[src/rtl/vmop_issue.sv]
// Mask-op issue sequencer: streams N operand beats from the register file into a
// pipelined mask unit, tracks in-flight beats, and writes results back.
module vmop_issue #(
  parameter int DATA_WIDTH  = 64,
  parameter int ADDR_WIDTH  = 32,
  parameter int OPSEL_WIDTH = 3,
  parameter int BEATS_WIDTH = 8,
  parameter int OUTS_WIDTH  = 4
) (
  input  logic                   clk,
  input  logic                   rst,
  input  logic                   cmd_valid,
  output logic                   cmd_ready,
  input  logic [OPSEL_WIDTH-1:0] cmd_opSel,
  input  logic [ADDR_WIDTH-1:0]  cmd_vs1,
  input  logic [ADDR_WIDTH-1:0]  cmd_vs2,
  input  logic [ADDR_WIDTH-1:0]  cmd_vd,
  input  logic [BEATS_WIDTH-1:0] cmd_beats,
  output logic                   rd_en,
  output logic [ADDR_WIDTH-1:0]  rd_addr0,
  output logic [ADDR_WIDTH-1:0]  rd_addr1,
  input  logic [DATA_WIDTH-1:0]  rd_data0,
  input  logic [DATA_WIDTH-1:0]  rd_data1,
  output logic                   mop_valid,
  output logic [ADDR_WIDTH-1:0]  mop_addr,
  output logic [DATA_WIDTH-1:0]  mop_m0,
  output logic [DATA_WIDTH-1:0]  mop_m1,
  output logic [OPSEL_WIDTH-1:0] mop_opSel,
  input  logic                   resp_valid,
  input  logic [ADDR_WIDTH-1:0]  resp_addr,
  input  logic [DATA_WIDTH-1:0]  resp_vec,
  output logic                   wr_en,
  output logic [ADDR_WIDTH-1:0]  wr_addr,
  output logic [DATA_WIDTH-1:0]  wr_data,
  output logic                   busy,
  output logic                   done
);

  typedef enum logic [1:0] {S_IDLE, S_READ, S_DRAIN} state_t;

  state_t                 r_state;
  state_t                 w_state_next;
  logic [OPSEL_WIDTH-1:0] r_opsel;
  logic [ADDR_WIDTH-1:0]  r_vs1;
  logic [ADDR_WIDTH-1:0]  r_vs2;
  logic [ADDR_WIDTH-1:0]  r_vd;
  logic [BEATS_WIDTH-1:0] r_beats;
  logic [BEATS_WIDTH-1:0] r_idx;
  logic                   r_mop_valid;
  logic [ADDR_WIDTH-1:0]  r_mop_addr;
  logic [OUTS_WIDTH-1:0]  r_outs;
  logic [OUTS_WIDTH-1:0]  w_outs_next;
  logic                   r_wr_en;
  logic [ADDR_WIDTH-1:0]  r_wr_addr;
  logic [DATA_WIDTH-1:0]  r_wr_data;
  logic                   r_done;
  logic                   w_done_next;
  logic                   w_accept;
  logic                   w_in_read;
  logic [ADDR_WIDTH-1:0]  w_idx_ext;

  assign w_accept  = cmd_valid && (r_state == S_IDLE);
  assign w_in_read = (r_state == S_READ);
  assign w_idx_ext = ADDR_WIDTH'(r_idx);

  // Pending beats in the mask unit; a simultaneous issue and return cancel out.
  always_comb begin
    w_outs_next = r_outs;
    case ({r_mop_valid, resp_valid})
      2'b10:   w_outs_next = r_outs + OUTS_WIDTH'(1);
      2'b01:   w_outs_next = (r_outs == '0) ? '0 : r_outs - OUTS_WIDTH'(1);
      default: w_outs_next = r_outs;
    endcase
  end

  always_comb begin
    w_state_next = r_state;
    w_done_next  = 1'b0;
    case (r_state)
      S_IDLE: begin
        if (w_accept) begin
          if (cmd_beats != '0) w_state_next = S_READ;
          else                 w_done_next  = 1'b1;
        end
      end
      S_READ: begin
        if (r_idx == r_beats - BEATS_WIDTH'(1)) w_state_next = S_DRAIN;
      end
      S_DRAIN: begin
        if (!r_mop_valid && (w_outs_next == '0)) begin
          w_state_next = S_IDLE;
          w_done_next  = 1'b1;
        end
      end
      default: w_state_next = S_IDLE;
    endcase
  end

  always_ff @(posedge clk) begin
    if (rst) begin
      r_state     <= S_IDLE;
      r_opsel     <= '0;
      r_vs1       <= '0;
      r_vs2       <= '0;
      r_vd        <= '0;
      r_beats     <= '0;
      r_idx       <= '0;
      r_mop_valid <= 1'b0;
      r_mop_addr  <= '0;
      r_outs      <= '0;
      r_wr_en     <= 1'b0;
      r_wr_addr   <= '0;
      r_wr_data   <= '0;
      r_done      <= 1'b0;
    end else begin
      r_state <= w_state_next;
      r_done  <= w_done_next;
      r_outs  <= w_outs_next;
      if (w_accept) begin
        r_opsel <= cmd_opSel;
        r_vs1   <= cmd_vs1;
        r_vs2   <= cmd_vs2;
        r_vd    <= cmd_vd;
        r_beats <= cmd_beats;
        r_idx   <= '0;
      end else if (w_in_read) begin
        r_idx <= r_idx + BEATS_WIDTH'(1);
      end
      // Register file returns data one cycle after the strobe, so the request
      // qualifier and its destination address are delayed to line up with it.
      r_mop_valid <= w_in_read;
      r_mop_addr  <= w_in_read ? r_vd + w_idx_ext : '0;
      r_wr_en     <= resp_valid;
      r_wr_addr   <= resp_valid ? resp_addr : '0;
      r_wr_data   <= resp_valid ? resp_vec : '0;
    end
  end

  assign cmd_ready = (r_state == S_IDLE);
  assign busy      = (r_state != S_IDLE);
  assign done      = r_done;

  assign rd_en     = w_in_read;
  assign rd_addr0  = w_in_read ? r_vs1 + w_idx_ext : '0;
  assign rd_addr1  = w_in_read ? r_vs2 + w_idx_ext : '0;

  assign mop_valid = r_mop_valid;
  assign mop_addr  = r_mop_addr;
  assign mop_m0    = r_mop_valid ? rd_data0 : '0;
  assign mop_m1    = r_mop_valid ? rd_data1 : '0;
  assign mop_opSel = r_mop_valid ? r_opsel : '0;

  assign wr_en     = r_wr_en;
  assign wr_addr   = r_wr_addr;
  assign wr_data   = r_wr_data;

endmodule

[config.mk]
export PLATFORM = sky130hd
export DESIGN_NAME = vmop_issue
export DESIGN_NICKNAME = d
export VERILOG_FILES = /design/src/rtl/vmop_issue.sv
export SDC_FILE = /design/constraint.sdc
export NUM_CORES = 1
export LEC_CHECK = 0
export BUFFER_PORTS_ARGS = -buffer_cell sky130_fd_sc_hd__buf_2
export CELL_PAD_IN_SITES_DETAIL_PLACEMENT = 1
export CELL_PAD_IN_SITES_GLOBAL_PLACEMENT = 2
export CORE_AREA = 2 2 256 258
export CTS_BUF_LIST = sky130_fd_sc_hd__clkbuf_16
export DETAILED_ROUTE_END_ITERATION = 12
export DIE_AREA = 0 0 258 260
export PLACE_DENSITY = 0.72
export SLEW_MARGIN = 20
export SYNTH_ARGS = -nofsm -noshare
export SYNTH_HDL_FRONTEND = slang
export SYNTH_SLANG_ARGS = --single-unit
[constraint.sdc]
create_clock -name clk -period 7.15 [get_ports clk]
set_input_delay 1.0725 -clock clk [delete_from_list [all_inputs] [get_ports clk]]
set_output_delay 1.0725 -clock clk [all_outputs]
set_load 0.005 [all_outputs]
### Yosys cells after proc, flatten, opt, wreduce, memory -nomap -nowiden

Cells that the tools add are included.

| word-level totals | value |
|---|---|
| memories kept | 0 |
| ROM bits | 0 |
| bits of input ports | 335 |
| RAM bits | 0 |
| logic and storage cells | 60 |
| output and inout bits | 329 |
| bits in registers | 252 |
| bits in latches | 0 |

| operators by class | value |
|---|---|
| reductions and logical operators | 12 |
| equality and inequality tests | 9 |
| mux-type cells | 16 |
| $lt $le $gt $ge | 0 |
| multiply operators | 0 |
| bitwise operators | 2 |
| shifts and indexed selects | 0 |
| divide/modulo/power cells | 0 |
| add/sub/neg operators | 7 |

Operator list:

| cell | count |
|---|---|
| $mux W64 | 2 |
| $add A32 B8 Y32 | 3 |
| $mux W32 | 2 |
| $add A8 B1 Y8 const B | 1 |
| $eq A8 B8 Y1 | 1 |
| $logic_not A4 Y1 | 2 |
| $mux W2 | 4 |
| $pmux W4 S2 | 1 |
| $reduce_bool A8 Y1 | 1 |
| $sub A8 B1 Y8 const B | 1 |
| $ne A2 B1 Y1 const B | 3 |
| $pmux W2 S3 | 1 |
| $reduce_or A2 Y1 | 3 |
| $add A4 B1 Y4 const B | 1 |
| $eq A2 B1 Y1 const B | 2 |
| $eq A2 B2 Y1 const B | 2 |
| $mux W4 | 1 |
| $reduce_and A4 Y1 | 1 |
| $sub A4 B1 Y4 const B | 1 |
| $mux W1 | 3 |
| $mux W3 | 1 |
| $logic_and A1 B1 Y1 | 2 |
| $logic_not A2 Y1 | 1 |
| $ne A2 B2 Y1 const B | 1 |
| other kinds (4) | 5 |

### Depth between registers and ports, before layout

| logic depth | value |
|---|---|
| depth in word-level cells | 7 |
| gate-level depth with buffers | 10 |

### Worst setup path after synthesis

Ideal clock, no wire load.

| timing | value |
|---|---|
| path kind | reg2out |
| start point | reg r_idx[0] |
| end point | out rd_addr0[22] |
| stages on the path, launching flop included | 10 |
| required time | 6077 ps |
| data arrival time | 2032 ps |
| path slack | 4045 ps |
| path through | dfxtp_1 ha_1 fa_1 a211oi_1 nor2_1 a21oi_1 buf_2 nor3_1 xnor2_1 nor2_1 |

| between the ends | value |
|---|---|
| word-level cells in the longest chain between the ends | 2 |

RTL lines:

| what | RTL line | RTL |
|---|---|---|
| start: declaration | 48 | `logic [BEATS_WIDTH-1:0] r_idx;` |
| start signal: assignment | 127 | `r_idx <= r_idx + BEATS_WIDTH'(1);` |
| $add A32 B8 Y32 | 144 | `assign rd_addr0 = w_in_read ? r_vs1 + w_idx_ext : '0;` |
| $mux W32 | 144 |  |
| end: declaration | 20 | `output logic [ADDR_WIDTH-1:0] rd_addr0,` |

No other way between the ends.

### Worst setup path after layout

| timing | value |
|---|---|
| start point | reg r_idx[5] |
| end point | out rd_addr1[31] |

| between the ends | value |
|---|---|
| word-level cells in the longest chain between the ends | 2 |

RTL lines:

| what | RTL line | RTL |
|---|---|---|
| $add A32 B8 Y32 | 145 | `assign rd_addr1 = w_in_read ? r_vs2 + w_idx_ext : '0;` |
| $mux W32 | 145 |  |
| end: declaration | 21 | `output logic [ADDR_WIDTH-1:0] rd_addr1,` |

No other way between the ends.

==> flow_summary.toml <==
[outcome]
outcome = "finished, final reports clean"

[synth]
syn-num-nets = 1820
synth_area_um2 = 11800
yosysMostFrequentCell = "nand2_1"
synthArstFlopShare = 0
syn_area_per_cell_um2 = 8.15
synth_top_cell_by_area = "dfxtp_1"
ys_ff_latch = 252
synth_commonest_cells = "258 x nand2_1, 252 x dfxtp_1, 239 x and2_1, 137 x a21oi_1, 105 x nor2_1"
synth_cells = 1451
synth_edf_count = 0
synth.area.top_cells = "dfxtp_1 43%, and2_1 13%, nand2_1 8.2%, a21oi_1 5.8%, xor2_1 4.0%"
ys.flop_type = "dfxtp_1"
synth_warnings = 0
ys_seq_area_frac = 0.426
synth_top_area_frac = 0.426
ys_types = 63

[worst_setup_path]
critPathArrivalTime_ns = 3.54
r2r_start = "r_idx[0]"
r2r_end = "mop_addr[26]"
start_kind = "flip-flop"
slowest_stage = "dfxtp_1"
critPathMaxFanout = 13
reg2reg_depth = 9
max_stage_delay_ns = 0.62
endpoint_kind = "output pin"
rrSetupSlack_ns = 4.19
critical_path_class = "flip-flop to output pin"
cp-endpoint = "rd_addr1[31]"
crit_start = "r_idx[5]"
worstPathRequired_ns = 6.08
cp_cell_sequence = "ha_1 -> o21a_1 -> o21ai_0 -> nand2_1 -> and4_1 -> and3_1 -> mux2i_1 -> buf_2"

[clock_network]
cts_resized = 0
cts_buffers = 34
h-tree-depth = 2
cts_root_buffer = "clkbuf_16"
cts_setup_buffers = 0
cts_tree = "yes"
postCtsHoldBufs = 0
cts.sinks = 252
clock_latency_ns = 0.54
cts_max_path_buffers = 3
path_clk_slew_ns = 0.06

[timing]
fmax_ghz = 0.217
finalMaxSlewViolations = 0
clock_skew_ns = 0.0284
fin_crit_sh = 0.646
setup_violations = 0
final.min_clock_period_ns = 4.62
tightest_slew_ns = 1.01
hold_slack_ns = 0.463
max_slew_margin = 0.328
rsz0062_at_grt = "no"
tns_ns = 0
finalHoldViolations = 0

[grt]
antenna_found_initial = 29
grt_usage = 0.168
grt_max_degree = 130
overflow = 0
grt_pass1_wl_um = 85000
grt_pass1_vias = 13200

[placement]
place_hpwl_um = 47500
dp_cells = 2896
place_area_um2 = 16000
port_buffers = 663
place.gp.congestion = 0.892

[pwr]
vdd_drop_max_v = 0.000165
powerDensity_nw_per_um2 = 212
leakage_nw = 8.19

[cells_and_area]
final_area_um2 = 17100
final_util = 0.266
fin_cells = 2957
area_delta_synth_final_pct = 44.2
layout-drive-gt1-share = 0.353
fillers = 7843
layout.nets = 2446

[route]
drt_iter0_drc = 425
ant_nets = 0
num_vias = 12600
via_per_inst = 4.27
first_pass_iters = 4
wirelength_um = 58800
drc = 0
wl_per_cell_um = 19.9

[run]
drv_cap = 0

[floorplan]
die-area_um2 = 67100
initial_utilization = 0.184
coreArea_um2 = 64100
die_w_um = 258
rows = 93
io_pins = 664
fp.dieH_um = 260

[hold_path]
min_path_type = "flip-flop to flip-flop"
-- per-layer routing --
| layer | part of all wire | wire length [um] | track usage | vias to the layer above |
|---|---|---|---|---|
| li1 | - | - | - | 6034 |
| met1 | 0.40 | 23400 | 0.191 | 5971 |
| met2 | 0.48 | 28100 | 0.290 | 491 |
| met3 | 0.094 | 5520 | 0.0641 | 107 |
| met4 | 0.028 | 1650 | 0.0527 | 32 |
| met5 | 0.0035 | 207 | 0 | - |
-- state kept, by name (all words and copies together), names as in the netlist --
signal	cells
mop_valid	1
r_vs1	32
r_state	2
r_vd	32
r_opsel	3
r_beats	8
wr_addr	32
wr_en	1
r_idx	8
mop_addr	32
done	1
wr_data	64
r_vs2	32
r_outs	4
-- placed cells by master, fill, tap and decap left out, types with 3 or more instances in the layout --
cell       count
and4_1         6
a211oi_1       5
nor3b_1        6
a21o_1         7
nand2_1      257
o211ai_1       9
xnor2_1       38
nand4_1       20
xor2_1        54
nor2b_1       10
o21a_1         5
fa_1           3
nand2b_1       6
clkinv_1       8
bufinv_16      3
dfxtp_1      251
nor4_1         4
buf_2        662
nand4_2        3
nor4b_1        3
mux2i_1        4
buf_4         12
a21oi_1      135
nor3_1        19
nor4_4         3
nor2_1       104
nand3_1       26
ha_1          31
and2_1       238
and3_1        18
o21ai_0       28
inv_1         26
a21oi_2        3
or3_1         10
diode_2        4
clkbuf_16     35
-- critical path: cells and delay by family, from the launching register on --
family / cells / cell delay [ns]
buffers and inverters: 1 / 0.17
adders and majority gates: 1 / 0.38
muxes: 1 / 0.18
AOI/OAI and AO/OA: 2 / 0.51
and+or+nand+nor: 3 / 1.15
DFF: 1 / 0.62
-- cells by family after synthesis --
logic type                 count (synthesis)  share of synthesized area
AOI/OAI and AO/OA                        210                      0.100
xor gates and xnor gates                  92                     0.0681
adders and majority gates                 34                     0.0379
buffers and inverters                    105                     0.0354
DFF                                      252                      0.426
muxes                                      4                    0.00338
and+or+nand+nor                          754                      0.329
-- cell type report --
class / instances / area, um2 / share of cell area
well taps: 855 / 1070 / 0.0627
inverters: 21 / 78.8 / 0.00462
clock inverters: 22 / 181 / 0.0106
diodes: 4 / 10.0 / 0.000587
flip-flops and latches: 252 / 5050 / 0.296
repair buffers: 674 / 3400 / 0.199
clock buffers: 35 / 876 / 0.0513
multi-input cells: 1094 / 6390 / 0.375
-- stage by stage --
| step | power [mW] | setup WS (ns) |
|---|---|---|
| after global routing | 3.79 | 2.34 |
| after detailed placement | 2.00 | 3.09 |
| after global placement | 1.99 | 3.20 |
| after floorplan | 1.75 | 4.05 |
| final | 3.61 | 2.53 |
| after CTS | 3.69 | 2.49 |
-- worst min path at each step --
stage               start          to  depth (start not counted)
2_1_floorplan  r_opsel[0]  r_opsel[0]                          2
3_3_place_gp     r_vs2[5]    r_vs2[5]                          2
3_5_place_dp     r_vs1[6]    r_vs1[6]                          2
4_1_cts          r_vs2[7]    r_vs2[7]                          2
5_1_grt          r_vs1[7]    r_vs1[7]                          2
6_report       r_opsel[0]  r_opsel[0]                          2
-- power by group --
part	total (mW)	internal (mW)	leakage, nW	switching (mW)
clock	1.65	0.990	0.530	0.663
combinational	0.435	0.194	5.59	0.241
sequential	1.53	1.47	2.06	0.0575
total	3.61	2.65	8.19	0.961
(Power assumes the default switching activity.)
